<file path="src/rtl/pipe_pkg.sv">
// Shared pipeline types for the fetch/decode boundary and later stages.
// Latency: n/a (types and constants only).
// Backpressure: n/a.
package pipe_pkg;

  // Canonical bubble: ADDI x0, x0, 0.
  localparam logic [31:0] NOP_INSTR = 32'h0000_0013;

  // Default payload widths used by the shared struct.
  localparam int unsigned PAYLOAD_PC_W    = 32;
  localparam int unsigned PAYLOAD_INSTR_W = 32;

  // Occupancy states of an elastic stage; the encoding equals the entry count.
  typedef enum logic [1:0] {
    EMPTY = 2'd0,
    FULL  = 2'd1,
    SKID  = 2'd2
  } stage_state_e;

  // PC plus instruction as carried between front-end stages.
  typedef struct packed {
    logic [PAYLOAD_PC_W-1:0]    pc;
    logic [PAYLOAD_INSTR_W-1:0] instr;
  } if_id_payload_t;

  // Number of entries held in a given occupancy state.
  function automatic logic [1:0] state_count(input stage_state_e st);
    logic [1:0] cnt;
    case (st)
      EMPTY:   cnt = 2'd0;
      FULL:    cnt = 2'd1;
      SKID:    cnt = 2'd2;
      default: cnt = 2'd0;
    endcase
    return cnt;
  endfunction

endpackage

</file>
<file path="src/rtl/if_id_skid_stage.sv">
// Elastic IF/ID stage: main register drives decode, optional skid register absorbs one extra entry.
// Latency: 1 cycle from accept to valid_o; 1 instruction/cycle sustained while ready_i=1.
// Backpressure: SKID=1 gives a registered ready_o (falls one cycle after the stall); SKID=0 gives ready_o = ~valid_o | ready_i.
module if_id_skid_stage
  import pipe_pkg::*;
#(
  parameter int unsigned           PC_W      = 32,
  parameter int unsigned           INSTR_W   = 32,
  parameter logic [INSTR_W-1:0]    NOP_INSTR = INSTR_W'(pipe_pkg::NOP_INSTR),
  parameter bit                    SKID      = 1'b1
) (
  input  logic               clk,
  input  logic               rst,
  input  logic               flush,
  input  logic               valid_i,
  output logic               ready_o,
  input  logic [PC_W-1:0]    pc_i,
  input  logic [INSTR_W-1:0] instr_i,
  output logic               valid_o,
  input  logic               ready_i,
  output logic [PC_W-1:0]    pc_o,
  output logic [INSTR_W-1:0] instr_o,
  output logic [1:0]         count_o
);

  // Enum literals are written with the package scope because the SKID
  // parameter shadows the imported SKID state name inside this module.

  stage_state_e       state_q,     state_d;
  logic [PC_W-1:0]    main_pc_q,   main_pc_d;
  logic [INSTR_W-1:0] main_instr_q, main_instr_d;
  logic [PC_W-1:0]    skid_pc_q,   skid_pc_d;
  logic [INSTR_W-1:0] skid_instr_q, skid_instr_d;

  logic accept;
  logic drain;

  // Outputs come straight from registers; payload is cleared whenever the
  // stage empties, so pc_o/instr_o already read 0/NOP while EMPTY.
  assign valid_o = (state_q != pipe_pkg::EMPTY);
  assign pc_o    = main_pc_q;
  assign instr_o = main_instr_q;
  assign count_o = state_count(state_q);

  generate
    if (SKID) begin : g_skid_ready
      // Registered ready: depends only on state and reset, never on ready_i.
      assign ready_o = ~rst & (state_q != pipe_pkg::SKID);
    end else begin : g_plain_ready
      // Single register: can take a new entry whenever the head leaves or is absent.
      assign ready_o = ~rst & (~valid_o | ready_i);
    end
  endgenerate

  assign accept = valid_i & ready_o;
  assign drain  = valid_o & ready_i;

  // Next-state and payload movement for the occupancy FSM; flush overrides all.
  always_comb begin
    state_d      = state_q;
    main_pc_d    = main_pc_q;
    main_instr_d = main_instr_q;
    skid_pc_d    = skid_pc_q;
    skid_instr_d = skid_instr_q;

    case (state_q)
      pipe_pkg::EMPTY: begin
        if (accept) begin
          state_d      = pipe_pkg::FULL;
          main_pc_d    = pc_i;
          main_instr_d = instr_i;
        end
      end

      pipe_pkg::FULL: begin
        if (accept && drain) begin
          main_pc_d    = pc_i;
          main_instr_d = instr_i;
        end else if (accept) begin
          // Only reachable with SKID=1: in SKID=0 a stalled head keeps ready_o low.
          state_d      = pipe_pkg::SKID;
          skid_pc_d    = pc_i;
          skid_instr_d = instr_i;
        end else if (drain) begin
          state_d      = pipe_pkg::EMPTY;
          main_pc_d    = '0;
          main_instr_d = NOP_INSTR;
        end
      end

      pipe_pkg::SKID: begin
        // ready_o is low here, so the only movement is skid -> main on drain.
        if (drain) begin
          state_d      = pipe_pkg::FULL;
          main_pc_d    = skid_pc_q;
          main_instr_d = skid_instr_q;
          skid_pc_d    = '0;
          skid_instr_d = NOP_INSTR;
        end
      end

      default: begin
        state_d      = pipe_pkg::EMPTY;
        main_pc_d    = '0;
        main_instr_d = NOP_INSTR;
        skid_pc_d    = '0;
        skid_instr_d = NOP_INSTR;
      end
    endcase

    // A drain in this cycle has already been seen by decode; any accept is
    // consumed from fetch and simply not stored.
    if (flush) begin
      state_d      = pipe_pkg::EMPTY;
      main_pc_d    = '0;
      main_instr_d = NOP_INSTR;
      skid_pc_d    = '0;
      skid_instr_d = NOP_INSTR;
    end
  end

  // State and payload registers with synchronous reset to the empty bubble.
  always_ff @(posedge clk) begin
    if (rst) begin
      state_q      <= pipe_pkg::EMPTY;
      main_pc_q    <= '0;
      main_instr_q <= NOP_INSTR;
      skid_pc_q    <= '0;
      skid_instr_q <= NOP_INSTR;
    end else begin
      state_q      <= state_d;
      main_pc_q    <= main_pc_d;
      main_instr_q <= main_instr_d;
      skid_pc_q    <= skid_pc_d;
      skid_instr_q <= skid_instr_d;
    end
  end

endmodule
</file>
<file path="config.mk">
export PLATFORM = sky130hd
export DESIGN_NAME = if_id_skid_stage
export DESIGN_NICKNAME = d
export VERILOG_FILES = /design/src/rtl/pipe_pkg.sv /design/src/rtl/if_id_skid_stage.sv
export SDC_FILE = /design/constraint.sdc
export NUM_CORES = 1
export LEC_CHECK = 0
export CORE_ASPECT_RATIO = 1.4
export CORE_MARGIN = 3
export CORE_UTILIZATION = 39
export DETAILED_ROUTE_END_ITERATION = 8
export PLACE_DENSITY = 0.71
export SYNTH_ARGS = -nofsm -noshare
export SYNTH_HDL_FRONTEND = slang
export SYNTH_SLANG_ARGS = --single-unit
</file>
<file path="constraint.sdc">
create_clock -name clk -period 1.7 [get_ports clk]
set_clock_uncertainty 0.1 [all_clocks]
set_input_delay 0.34 -clock clk [delete_from_list [all_inputs] [get_ports clk]]
set_output_delay 0.34 -clock clk [all_outputs]
set_load 0.01 [all_outputs]
</file>
==> metrics <==
area grow syn2layout=46.9%; Util after Layout=58.8%; count of yosys warnings during synthesis=0; #FFs+latches synth=130; Final Setup Violations=63; Achievable Freq=547 MHz; violated checks=negative setup slack; CP startpoint kind=flop; Rows=55; worst-path maximum fanout=8; syn_nets=811; final cycle utilization of the critical path=108%; first-pass GRT wire length=29,100 µm; Initial Util=40.0%; Hold Path Class=flop to flop; DR DRC count=0; largest net degree at the start of global routing=53; DRT antenna net count=0; WHS=0.371 ns; Root Buffer=clkbuf_16; GRT overflow=0; Detail Placement HPWL=11,100 µm; vias in the first global route=5,829; drt via density=5.41; Worst VDD drop=0.000569 V; register area share after synthesis=39.9%; Cells after Synth=742; count of final max-slew check failures=0; Mean Syn Cell Area=8.80 µm²; layout cells sized above 1=25.3%; die area=18,300 µm²; total iterations of the first detailed-routing run=4; setup TNS=-2.82 ns; clk buf depth=2; area of the multi-input gates=3750 µm²; leakage=0.00335 µW; I/O Buffers=136; Slew @ Worst Pin=0.427 ns; Die Width=115 µm; RSZ-0062 raised after global routing=true; max_cap viols=0; kind of critical path=flop to flop; synth unique cells=27; core outline area=16,300 µm²; Hold Vio Cnt, Final=0; PnR worst setup slack=-0.128 ns; minimum clock period=1.83 ns; die span in y=159 µm; CTS H-tree lvls=4; Fillers=1,415; crit path DAT=2.02 ns; gr usage total=19.3%; initial antenna violation count=1; cts hold-fix bufs=0; routed length per instance=17.4 µm; Slew headroom=71.5%; WP data required=1.89 ns; Total Power=8170 µW; Post-Syn Area=6530 µm²; clock-pin slew on the worst setup and hold paths=0.05 ns; clock sink count=130; run status=finished with violations; Worst-Skew Late Latency=0.40 ns; placer's final routability congestion estimate=0.738; WL final=19,100 µm; DR iter-0 viols=380; sequential cell area=2610 µm²; total CTS buffers=17; Vias=5,946; crit end category=flop; I/O pins=137; # nets final=955; P per Cell Area=851 nW/µm²; CTS tree=yes
==> sequential cells by signal, indices dropped and copies added, names as in the netlist <==
register	cells
skid_instr_q	32
instr_o	32
state_q	2
skid_pc_q	32
pc_o	32
==> kinds of logic (layout without fill, tap and decap cells) <==
family	after synthesis	in the layout	synth area share, %
DFF	130	130	39.9
AOI/OAI and AO/OA	135	137	14.1
buffers and inverters	134	289	8.66
muxes	126	126	20.5
other	0	1	0
and+or+nand+nor	217	217	16.9
==> cells in the final DEF (no fill, tap or decap), types with 7 or more instances in the layout <==
cell and instances:
nor2_1 131, nand3b_1 62, buf_4 27, inv_1 61, clkdlybuf4s50_1 65, a22oi_2 54, clkbuf_16 26, mux2_2 61
mux2i_1 65, o22ai_1 61, a22oi_1 7, buf_6 9, buf_12 15, dlygate4sd2_1 67, dfxtp_1 128
==> Yosys cell counts <==
| master | count | area share (%) |
|---|---|---|
| o22ai_1 | 61 | 5.8 |
| nand3b_1 | 62 | 7.1 |
| or2_2 | 2 | 0.19 |
| nand2b_1 | 3 | 0.29 |
| o21ai_0 | 3 | 0.23 |
| nor2_1 | 132 | 7.6 |
| a22oi_1 | 61 | 7.0 |
| nor3b_1 | 2 | 0.23 |
| nor4b_1 | 1 | 0.13 |
| a22o_1 | 1 | 0.13 |
| nor2b_1 | 5 | 0.48 |
| o22a_1 | 2 | 0.27 |
| nor3_1 | 4 | 0.31 |
| mux2_2 | 61 | 11 |
| mux2i_1 | 65 | 10 |
| a211o_1 | 1 | 0.13 |
| buf_2 | 26 | 2.0 |
| nand2_1 | 3 | 0.17 |
| inv_1 | 61 | 3.5 |
| buf_6 | 4 | 0.69 |
| buf_1 | 1 | 0.057 |
| or3b_1 | 1 | 0.13 |
| and2_1 | 1 | 0.096 |
| and3b_1 | 1 | 0.13 |
| dfxtp_1 | 130 | 40 |
| clkbuf_1 | 42 | 2.4 |
| a21oi_1 | 6 | 0.46 |
==> final cells by class <==
class | instances | share of cell area [%]
diodes | 1 | 0.0261
clock buffers | 25 | 5.60
clock inverters | 7 | 0.953
inverters | 61 | 2.39
multi-input cells | 480 | 39.1
flip-flops and latches | 130 | 27.2
well taps | 199 | 2.60
repair buffers | 196 | 22.2
==> worst paths after layout <==
check,start,to,slack [ns],depth (start not counted)
hold / removal,skid_instr_q[1],skid_instr_q[1],0.37,2
setup / recovery,state_q[0],instr_o[6],-0.13,6
setup reg to reg,state_q[0],instr_o[6],-0.13,6
hold reg to reg,skid_instr_q[1],skid_instr_q[1],0.37,2
==> critical path, cell delays in order, from the launching register on <==
cell     delay [ns]
dfxtp_4        0.37
or3b_4         0.39
a22o_4         0.34
buf_12         0.15
buf_16         0.14
a22oi_2        0.17
nor2_1         0.05
==> repair_timing <==
item | 4_1_cts | 5_1_grt
endpoints found under the setup margin | 170 | 110
hold endpoints to repair | 0 | 0
setup buffers | 2 | 2
gates resized for setup | 99 | 29
pin swaps | 6 | 15
gates cloned | 3 | 14
==> power by group <==
part,switching (µW),internal (µW)
clock network,1310,2480
registers,34.3,3090
logic,611,637
total,1960,6210
==> routing by layer <==
metal	up-vias	routed length [µm]	global-route usage, %
met5	-	0	0
li1	2894	-	-
met2	153	9270	31.7
met3	27	833	4.30
met4	0	521	6.62
met1	2872	8440	24.8
==> per-stage QoR <==
step	std cells	setup slack, ns	instance area [µm²]
floorplan	742	-0.0184	6710
global placement	1046	-0.498	8460
detailed placement	1046	-0.536	8460
CTS	1083	-0.0850	9180
global route	1099	-0.169	9590
finish	1099	-0.128	9590
Power figures use the tool's default switching activity.
